`src/rtl/edge_aggr_pe.sv`:
```
// Edge-aggregation PE: fetches a node's neighbor list, then streams neighbor FVs to the bank.
// Optional GCN self-loop fetch of the target node FV is enabled by EDGE_AGGR_SELF_LOOP_EN.
module edge_aggr_pe #(
    parameter int PE_TAG  = 0,
    parameter int NODE_W  = 7,
    parameter int FV_W    = 8,
    parameter int LANES   = 2,
    parameter int MAX_DEG = 16,
    parameter int ITER_W  = 4,
    localparam int CI_W   = $clog2(ITER_W),
    localparam int CNT_W  = $clog2(MAX_DEG + 1),
    localparam int TAG_W  = $clog2(PE_TAG + 2),
    localparam int DW     = LANES * FV_W,
    localparam int PKT_W  = 2 + ITER_W + 3 + NODE_W
) (
    input  logic                    clk,
    input  logic                    reset,
    input  logic                    task_valid,
    output logic                    task_ready,
    input  logic [NODE_W-1:0]       task_node,
    input  logic [2:0]              task_prio,
    input  logic [ITER_W-1:0]       task_mask,
    input  logic [CI_W-1:0]         cur_iter,
    output logic                    arb_req,
    output logic                    arb_type,
    output logic [NODE_W-1:0]       arb_node,
    output logic [TAG_W-1:0]        arb_tag,
    input  logic                    arb_grant,
    input  logic                    nid_sos,
    input  logic                    nid_eos,
    input  logic [LANES*NODE_W-1:0] nid_data,
    input  logic [CNT_W-1:0]        nid_count,
    input  logic                    fv_sos,
    input  logic                    fv_eos,
    input  logic [DW-1:0]           fv_data,
    output logic                    out_req,
    input  logic                    out_grant,
    input  logic                    out_sos,
    input  logic                    out_eos,
    input  logic [DW-1:0]           out_data,
    output logic                    bank_valid,
    output logic                    bank_sos,
    output logic                    bank_eos,
    output logic                    bank_done,
    output logic                    bank_wb_en,
    output logic [NODE_W-1:0]       bank_node,
    output logic [DW-1:0]           bank_data,
    output logic                    wb_req,
    input  logic                    wb_grant,
    output logic [PKT_W-1:0]        wb_packet,
    output logic                    ovf_err
);

    localparam int AW = $clog2(MAX_DEG);
    localparam logic [CNT_W-1:0] DEG_MAX = CNT_W'(MAX_DEG);
    localparam logic [CNT_W-1:0] LANE_C  = CNT_W'(LANES);
`ifdef EDGE_AGGR_SELF_LOOP_EN
    localparam bit SELF_LOOP = 1'b1;
`else
    localparam bit SELF_LOOP = 1'b0;
`endif

    typedef enum logic [3:0] {
        IDLE, REQ_NID, WAIT_NID, STRM_NID, REQ_FV,
        WAIT_FV, STRM_FV, REQ_PRE, STRM_PRE, COMPLETE
    } state_t;

    state_t state, state_next;

    logic [NODE_W-1:0] buffer [MAX_DEG];
    logic [NODE_W-1:0] node_q;
    logic [2:0]        prio_q;
    logic [ITER_W-1:0] mask_q;
    logic [CNT_W-1:0]  count_q;
    logic [CNT_W-1:0]  wr_ptr;
    logic [CNT_W-1:0]  fv_ptr;
    logic              self_done;
    logic              pre_act;

    logic              need_pre;
    logic              need_wb;
    logic [CNT_W-1:0]  cnt_in;
    logic [CNT_W-1:0]  cnt_eff;
    logic              more_fv;
    state_t            post_state;
    logic              nid_beat;
    logic              fv_beat;
    logic              pre_beat;
    logic              leave_fv;
    logic [NODE_W-1:0] fv_node;

    always_comb begin
        need_pre = 1'b0;
        need_wb  = 1'b0;
        for (int i = 0; i < ITER_W; i++) begin
            if (mask_q[i] && i < int'(cur_iter)) need_pre = 1'b1;
            if (mask_q[i] && i > int'(cur_iter)) need_wb  = 1'b1;
        end
    end

    // A same-beat sos/eos must decide on the incoming count, not the stale one.
    assign cnt_in  = (nid_count > DEG_MAX) ? DEG_MAX : nid_count;
    assign cnt_eff = (state == WAIT_NID) ? cnt_in : count_q;
    assign more_fv = (fv_ptr < cnt_eff) || (SELF_LOOP && !self_done);

    assign post_state = more_fv  ? REQ_FV  :
                        need_pre ? REQ_PRE : COMPLETE;

    assign nid_beat = (state == WAIT_NID && nid_sos) || state == STRM_NID;
    assign fv_beat  = (state == WAIT_FV && fv_sos) || state == STRM_FV;
    assign pre_beat = state == STRM_PRE && (out_sos || pre_act);
    assign leave_fv = state_next == REQ_PRE || state_next == COMPLETE;

    assign fv_node = (fv_ptr < count_q) ? buffer[fv_ptr[AW-1:0]] : node_q;

    always_comb begin
        state_next = state;
        unique case (state)
            IDLE:     if (task_valid) state_next = REQ_NID;
            REQ_NID:  if (arb_grant) state_next = WAIT_NID;
            WAIT_NID: begin
                if (nid_sos) state_next = nid_eos ? post_state : STRM_NID;
            end
            STRM_NID: if (nid_eos) state_next = post_state;
            REQ_FV:   if (arb_grant) state_next = WAIT_FV;
            WAIT_FV: begin
                if (fv_sos) state_next = fv_eos ? post_state : STRM_FV;
            end
            STRM_FV:  if (fv_eos) state_next = post_state;
            REQ_PRE:  if (out_grant) state_next = STRM_PRE;
            STRM_PRE: if (pre_beat && out_eos) state_next = COMPLETE;
            COMPLETE: if (!need_wb || wb_grant) state_next = IDLE;
            default:  state_next = IDLE;
        endcase
    end

    assign task_ready = state == IDLE;
    assign arb_req    = state == REQ_NID || state == REQ_FV;
    assign arb_type   = state == REQ_FV;
    assign arb_node   = (state == REQ_NID) ? node_q :
                        (state == REQ_FV)  ? fv_node : '0;
    assign arb_tag    = arb_req ? TAG_W'(PE_TAG) : '0;
    assign out_req    = state == REQ_PRE;
    assign wb_req     = state == COMPLETE && need_wb;
    assign wb_packet  = wb_req ? {2'b00, mask_q, prio_q, node_q} : '0;

    always_ff @(posedge clk) begin
        if (reset) begin
            state      <= IDLE;
            buffer     <= '{default: '0};
            node_q     <= '0;
            prio_q     <= '0;
            mask_q     <= '0;
            count_q    <= '0;
            wr_ptr     <= '0;
            fv_ptr     <= '0;
            self_done  <= 1'b0;
            pre_act    <= 1'b0;
            ovf_err    <= 1'b0;
            bank_valid <= 1'b0;
            bank_sos   <= 1'b0;
            bank_eos   <= 1'b0;
            bank_done  <= 1'b0;
            bank_wb_en <= 1'b0;
            bank_node  <= '0;
            bank_data  <= '0;
        end else begin
            state      <= state_next;
            bank_valid <= 1'b0;
            bank_sos   <= 1'b0;
            bank_eos   <= 1'b0;
            bank_done  <= 1'b0;
            bank_wb_en <= 1'b0;
            bank_node  <= '0;
            bank_data  <= '0;

            if (state == IDLE && task_valid) begin
                node_q <= task_node;
                prio_q <= task_prio;
                mask_q <= task_mask;
            end

            // wr_ptr saturates at MAX_DEG so excess IDs are dropped.
            if (nid_beat) begin
                if (wr_ptr < DEG_MAX) begin
                    for (int l = 0; l < LANES; l++)
                        buffer[wr_ptr[AW-1:0] + AW'(l)] <=
                            nid_data[l*NODE_W +: NODE_W];
                    wr_ptr <= wr_ptr + LANE_C;
                end
                if (state == WAIT_NID) begin
                    count_q <= cnt_in;
                    if (nid_count > DEG_MAX) ovf_err <= 1'b1;
                end
                if (nid_eos) wr_ptr <= '0;
            end

            if (state == REQ_FV && arb_grant) begin
                if (fv_ptr < count_q) fv_ptr <= fv_ptr + 1'b1;
                else                  self_done <= 1'b1;
            end
            if (leave_fv) begin
                fv_ptr    <= '0;
                self_done <= 1'b0;
            end

            if (fv_beat) begin
                bank_valid <= 1'b1;
                bank_sos   <= fv_sos;
                bank_eos   <= fv_eos;
                bank_node  <= node_q;
                bank_data  <= fv_data;
            end

            if (pre_beat) begin
                bank_valid <= 1'b1;
                bank_sos   <= out_sos;
                bank_eos   <= out_eos;
                bank_node  <= node_q;
                bank_data  <= out_data;
                pre_act    <= !out_eos;
            end

            if (state == COMPLETE) begin
                if (!need_wb) begin
                    bank_valid <= 1'b1;
                    bank_done  <= 1'b1;
                    bank_node  <= node_q;
                end else if (wb_grant) begin
                    bank_valid <= 1'b1;
                    bank_wb_en <= 1'b1;
                    bank_node  <= node_q;
                end
            end
        end
    end

endmodule

```
`config.mk`:
```
export PLATFORM = sky130hd
export DESIGN_NAME = edge_aggr_pe
export DESIGN_NICKNAME = d
export VERILOG_FILES = /design/src/rtl/edge_aggr_pe.sv
export SDC_FILE = /design/constraint.sdc
export NUM_CORES = 1
export LEC_CHECK = 0
export CAP_MARGIN = 20
export CORE_UTILIZATION = 48
export CTS_CLUSTER_SIZE = 20
export DETAILED_ROUTE_END_ITERATION = 16
export MAX_ROUTING_LAYER = met4
export PLACE_DENSITY = 0.76
export SLEW_MARGIN = 20
export SYNTH_ARGS = -nofsm -noshare
export SYNTH_HDL_FRONTEND = slang
export SYNTH_SLANG_ARGS = --single-unit
```
`constraint.sdc`:
```
create_clock -name clk -period 2.8 [get_ports clk]
set_input_delay 0.42 -clock clk [delete_from_list [all_inputs] [get_ports clk]]
set_output_delay 0.42 -clock clk [all_outputs]
set_load 0.03 [all_outputs]
```
=== Word-level counts from Yosys, hierarchy flattened ===
Cells that the tools add are included.

* $add $sub $neg: 3
* Multipliers: 0
* Div/mod/pow operators: 0
* Order comparisons: 15
* Equal/unequal tests: 11
* Shift-type cells: 0
* Multiplexer cells: 56
* Bitwise gates (word level): 5
* Reduce and logical (&&, ||, !) cells: 32

{| class="wikitable"
|+ Operators by type and width
! cell !! number
|-
| $bwmux W112 || 2
|-
| $mux W7 || 12
|-
| $demux W7 S4 || 2
|-
| $mux W4 || 14
|-
| $pmux W4 S10 || 1
|-
| $mux W16 || 2
|-
| $bmux W7 S4 || 1
|-
| $eq A4 B3 Y1 const B || 5
|-
| $mux W5 || 4
|-
| $mux W1 || 17
|-
| $ge A5 B5 Y1 const B || 3
|-
| $logic_and A1 B1 Y1 || 15
|-
| $not A4 Y5 || 3
|-
| $mux W14 || 1
|-
| $eq A4 B4 Y1 const B || 3
|-
| $lt A5 B1 Y1 const B || 2
|-
| $lt A5 B5 Y1 || 2
|-
| $eq A4 B2 Y1 const B || 2
|-
| $logic_or A1 B1 Y1 || 6
|-
| $reduce_and A2 Y1 || 3
|-
| $add A5 B1 Y5 const B || 1
|-
| $add A5 B2 Y5 const B || 1
|-
| $gt A5 B5 Y1 const B || 1
|-
| $lt A5 B5 Y1 const B || 1
|-
| other kinds (13) || 18
|}

* Flip-flop bits (word level): 175
* Latch bits: 0
* Memory bits (writable): 0
* ROM bits: 0
* Bits of input ports: 79
* Output and inout bits: 58
* Logic and storage cells: 154
* Memories: 0

=== Longest topological paths before layout ===
Gate-level depths: netlist of run 1.

* Word-level depth: 13
* Gate-level depth with buffers: 12
* Mapped depth without buffers: 10

=== Worst setup path before layout of run 1 ===
Ideal clock, no wire load.

* Path kind: register to register
* Start point: reg state[0]
* End point: reg fv_ptr[0]
* Setup time: 0.070 ns
* Arrival: 2.641 ns
* Data required time: 2.730 ns
* Path slack: 0.089 ns
* Cell stages (with the launch flop): 13
* Period minus slack after synthesis: 2.711 ns
* Cell sequence: dfxtp_1 > buf_2 > nor4b_1 > clkbuf_1 > nor2_1 > a31oi_1 > ha_1 > a21oi_1 > o21ai_0 > a21oi_4 > o211ai_1 > o32a_1 > a21oi_1

* Word-level cells in the longest chain between the ends: 10
* Elaborated cells between the ends (all ways): 34

{| class="wikitable"
|+ RTL lines
! item !! line !! source
|-
| start, declared || 68 || <nowiki>state_t state, state_next;</nowiki>
|-
| start signal, assigned || 168 || <nowiki>state <= state_next;</nowiki>
|-
| $eq A4 B2 Y1 || 103, 118 ||
|-
| $mux W5 || -- ||
|-
| $lt A5 B5 Y1 || 104 || <nowiki>assign more_fv = (fv_ptr < cnt_eff) || (SELF_LOOP && !self_done);</nowiki>
|-
| $mux W4 || 106 || <nowiki>assign post_state = more_fv ? REQ_FV :</nowiki>
|-
| $mux W4, on equally long branches (2 in a row) || 127, 122 ||
|-
| $pmux W4 S10 || 118 || <nowiki>unique case (state)</nowiki>
|-
| $eq A4 B3 Y1 / $eq A4 B4 Y1 (equally long branches) || 112 || <nowiki>assign leave_fv = state_next == REQ_PRE || state_next == COMPLETE;</nowiki>
|-
| $logic_or A1 B1 Y1 || 112 ||
|-
| $reduce_or A2 Y1 (no line) || -- ||
|-
| end signal, assigned || 199 || <nowiki>if (fv_ptr < count_q) fv_ptr <= fv_ptr + 1'b1;</nowiki>
|-
| end, declared || 76 || <nowiki>logic [CNT_W-1:0] fv_ptr;</nowiki>
|}

Several ways; a longest one is shown, not always the timed one.
A chain may end at the register's enable or synchronous reset.

=== Final worst setup path of run 1 ===
* Start point: reg fv_ptr[0]
* End point: out arb_node[6]

* Word-level cells in the longest chain between the ends: 7
* Elaborated cells between the ends (all ways): 8

{| class="wikitable"
|+ RTL lines
! item !! line !! source
|-
| $not A4 Y5 (implied by the code) || 114 || <nowiki>assign fv_node = (fv_ptr < count_q) ? buffer[fv_ptr[AW-1:0]] : node_q;</nowiki>
|-
| $bmux W7 S4 || 114 ||
|-
| $mux W7 (implied by the code) (2 in a row) || 114 ||
|-
| $mux W7 (*) || 114 ||
|-
| $mux W7 (*) || 141 || <nowiki>(state == REQ_FV) ? fv_node : '0;</nowiki>
|-
| $mux W7 (*) || 140 || <nowiki>assign arb_node = (state == REQ_NID) ? node_q :</nowiki>
|-
| end, declared || 26 || <nowiki>output logic [NODE_W-1:0] arb_node,</nowiki>
|}

Mark *: on every way between the ends. The rest lies on a longest branch, timed or not. The select of a mux whose other input is x is not followed.

==> metrics.md, run 1 <==
| Metric | Value |
|---|---|
| Post-synthesis compound-gate area fraction | `15.2%` |
| DR vias | `7310` |
| Power share of the clock group | `43.5%` |
| Switch share | `24.2%` |
| RePlAce Congestion | `0.962` |
| FF+latch count, synth | `174` |
| Mux cell area share after synthesis | `12.1%` |
| Global route total overflow | `0` |
| Final nets | `1153` |
| Setup ws final | `-0.0599 ns` |
| Dpl cells | `1253` |
| Mapped Avg Cell Area | `8.57 sq um` |
| Global-route usage over all layers | `27.2%` |
| Worst relative slew slack | `43.1%` |
| Routed WL per cell | `17.3 um` |
| Worst path depth | `7` |
| Max clock buf depth | `2` |
| Startpoint Class | `flop` |
| Residual DRC | `0` |
| Setup Skew | `0.00757 ns` |
| Worst R2R Path Depth | `12` |
| Failing checks | `negative setup slack` |
| Vias in the first global route | `6817` |
| Antenna cells | `0` |
| Crit-path leading delay family | `multiplexers` |
| Final setup fails | `4` |
| # rows | `46` |
| Global-route wire length before repair | `35.8 mm` |
| Maxcap violations | `0` |
| Post-route antenna net violation count | `0` |
| Die area | `17200 sq um` |
| Worst r2r src | `state[3]` |
| Port Buffers | `133` |
| CTS H-tree lvls | `4` |
| Fin. Hold Viols | `0` |
| CP startpoint | `fv_ptr[0]` |
| Crit share post-route | `102%` |
| Post-DP HPWL | `15.2 mm` |
| Synth cell types | `65` |
| Die H | `131 um` |
| CP cell instances | `buf_8, buf_8, mux4_2, mux4_2, nand2_2, o21ai_2, buf_6` |
| Peak Freq | `0.350 GHz` |
| RSZ-0062 raised after global routing | `yes` |
| Worst slew pin tran | `0.854 ns` |
| Share of cells above drive strength 1 | `16.1%` |
| Sequential power share | `45.6%` |
| Clk root buf | `clkbuf_16` |
| Worst R2R Setup Slack | `0.19 ns` |
| CP endpoint kind | `output pin` |
| Die W | `131 um` |
| Syn Std Cell Area | `8010 sq um` |
| Synth top area share | `43.5%` |
| Pint | `4.23 mW` |
| Pwr dens | `535 nW/um^2` |
| Number of DRC markers in iteration 0 | `860` |
| Dpl cell area | `9650 sq um` |
| Post-synthesis xor/xnor area fraction | `0.109%` |
| Required time worst endpoint | `2.38 ns` |
| Pre-CTS WS | `-0.0808 ns` |
| Status | `complete, but fails checks` |
| Crit Path Max Fanout | `5` |
| Leakage power | `3.69 nW` |
| Antenna violations before repair | `0` |
| Final slew viol count | `0` |
| CTS tree | `done` |
| Area grow syn2layout | `30.2%` |
| Hold Path Stages | `2` |
| CTS Sinks | `174` |
| Ranking of synthesized cells by area | `dfxtp_1, mux4_2, a21oi_1` |
| Synth async-reset ratio | `0%` |
| Post-Synth Simple-Gate Area | `21.6%` |
| Worst path bufs/invs | `3` |
| Hold_ws | `0.285 ns` |
| Non-filler instance count after layout | `1293` |
| Logic pwr share | `10.9%` |
| Post-Synthesis Cells | `935` |
| Via density | `5.65` |
| Clk slew on worst S/H paths | `0.06 ns` |
| Largest net degree at the start of global routing | `83` |
| Worst skew pair latency | `0.44 ns` |
| Setup_tns | `-0.182 ns` |
| CTS Buf Count | `17` |
| CP max stage delay | `0.53 ns` |
| Initial Util | `49.7%` |
| Synth warnings | `0` |
| Critical Path End | `arb_node[6]` |
| Synth area leader | `dfxtp_1` |
| Sw Pwr | `1.35 mW` |
| Hold Path Class | `in -> reg` |
| Largest family of logic cells by synthesized area | `simple AND/OR/NAND/NOR gates` |
| Minimum clock period | `2.86 ns` |
| Final Cell Area | `10400 sq um` |
| Post-synth EDFFs | `0` |
| Core ar. | `16100 sq um` |
| Sequential area share after synthesis | `43.5%` |
| Critical-path top delay cell | `mux4_2` |
| Worst EP arrival | `2.44 ns` |
| VDD IR-drop max | `477 uV` |
| Drt first pass iters | `5` |
| Synth Area in Adders | `1.56%` |
| Critical path class | `reg -> out` |
| Fillers | `1311` |
| Worst r2r dst | `fv_ptr[3]` |
| IO Pins | `137` |
| Main synth FF type | `dfxtp_1` |
| Final WL | `22.3 mm` |
-- layout by cell type (no fill, tap or decap), types with 5 or more instances in the layout --
master / count
mux4_2: 35
ha_1: 10
a22oi_1: 17
a211oi_1: 7
inv_1: 22
and3_1: 5
a21oi_1: 134
mux2i_1: 16
dfxtp_1: 170
nand3_1: 73
clkbuf_16: 17
buf_4: 66
nand2_2: 7
dlymetal6s2s_1: 6
nor3_1: 11
nor2_1: 56
o21ai_0: 15
nand2b_1: 9
and2_1: 15
clkdlybuf4s50_1: 110
nand2_1: 172
-- flip-flops by register name, summed over array words and instances, names as in the netlist --
signal / cells
bank_data: 16
bank_done: 1
bank_eos: 1
bank_node: 7
bank_sos: 1
bank_valid: 1
bank_wb_en: 1
buffer: 112
count_q: 5
fv_ptr: 5
mask_q: 4
node_q: 7
ovf_err: 1
pre_act: 1
prio_q: 3
state: 4
wr_ptr: 4
-- stage by stage --
step / total power, mW / util [%]
2_1_floorplan: 2.92 / -
3_3_place_gp: 3.17 / 59.9
3_5_place_dp: 3.18 / 59.9
4_1_cts: 5.57 / 64.0
5_1_grt: 5.76 / 64.7
6_report: 5.58 / 64.7
-- Yosys cell counts (3+ instances only) --
cell	count
buf_2	11
nand3b_1	3
nand4_1	3
nand2_1	179
nand3_1	73
a21oi_1	136
clkbuf_1	63
inv_1	22
ha_1	10
dfxtp_1	174
nor2_1	56
and2_1	15
nor3b_1	4
a22oi_1	17
nor3_1	11
or3_1	3
o21ai_0	18
a211oi_1	7
a31oi_1	3
buf_4	5
mux4_2	35
buf_1	4
mux2i_1	16
nor2b_1	5
nand2b_1	9
and3_1	5
o211ai_1	3
-- worst reg2reg max path, cell delays in order (launching register included) --
cell,delay (ns)
dfxtp_2,0.34
nor4b_4,0.28
buf_6,0.17
buf_4,0.12
nor2_1,0.03
a31oi_1,0.20
ha_1,0.27
nand2_1,0.09
o21ai_1,0.10
a21oi_4,0.19
o211ai_1,0.14
o32a_1,0.47
a21oi_1,0.15
-- routing by layer --
metal | track usage, % | wire length (um) | vias to the layer above
li1 | - | - | 3514
met1 | 33.9 | 9360 | 3436
met2 | 43.6 | 10900 | 312
met3 | 5.25 | 1550 | 48
met4 | 10.1 | 563 | 0
met5 | - | 0 | -
-- power groups by stage --
stage	clock [mW]	sequential (mW)	combinational [mW]
2_1_floorplan	0	2.59	0.329
3_3_place_gp	0	2.59	0.578
3_5_place_dp	0	2.60	0.582
4_1_cts	2.45	2.54	0.588
5_1_grt	2.56	2.55	0.653
6_report	2.43	2.54	0.608
-- logic make-up (layout without fill, tap and decap cells) --
group	count (synthesis)	in the layout
simple gates	380	380
compound gates	208	208
flops	174	174
buf+inv	108	248
mux	53	53
fa+ha+maj	10	10
other cells	1	3
xor+xnor	1	1
-- layout make-up --
cell class | instances | area (sq um) | share of cell area [%]
multi-input cells | 655 | 4120 | 39.5
flip-flops and latches | 174 | 3490 | 33.5
repair buffers | 194 | 1860 | 17.8
clock buffers | 23 | 468 | 4.49
well taps | 216 | 270 | 2.59
clock inverters | 9 | 134 | 1.28
inverters | 22 | 82.6 | 0.792
-- what timing repair did --
item / 4_1_cts / 5_1_grt
pin swaps: 3 / 6
setup endpoints to repair: 11 / 18
gates resized for setup: 50 / 24
hold buffers: 0 / 0
setup buffers: 3 / 5
endpoints found under the hold margin: 0 / 0
-- worst min-delay path by stage --
stage | startpoint | to | slack, ns
2_1_floorplan | prio_q[0] | prio_q[0] | 0.43
3_3_place_gp | buffer[86] | buffer[86] | 0.44
3_5_place_dp | prio_q[1] | prio_q[1] | 0.44
4_1_cts | reset | prio_q[1] | 0.28
5_1_grt | reset | mask_q[0] | 0.29
6_report | reset | prio_q[1] | 0.29
Note: power is estimated with default switching activity, not from simulation.
==> run 2: changes to the inputs <==
--- a/config.mk
+++ b/config.mk
@@ -5,6 +5,7 @@
 export SDC_FILE = /design/constraint.sdc
 export NUM_CORES = 1
 export LEC_CHECK = 0
+export ABC_CLOCK_PERIOD_IN_PS = 2800
 export CAP_MARGIN = 20
 export CORE_UTILIZATION = 48
 export CTS_CLUSTER_SIZE = 20
==> results of run 2 <==
No change in the layout: final DEF, timing and power equal those of run 1.
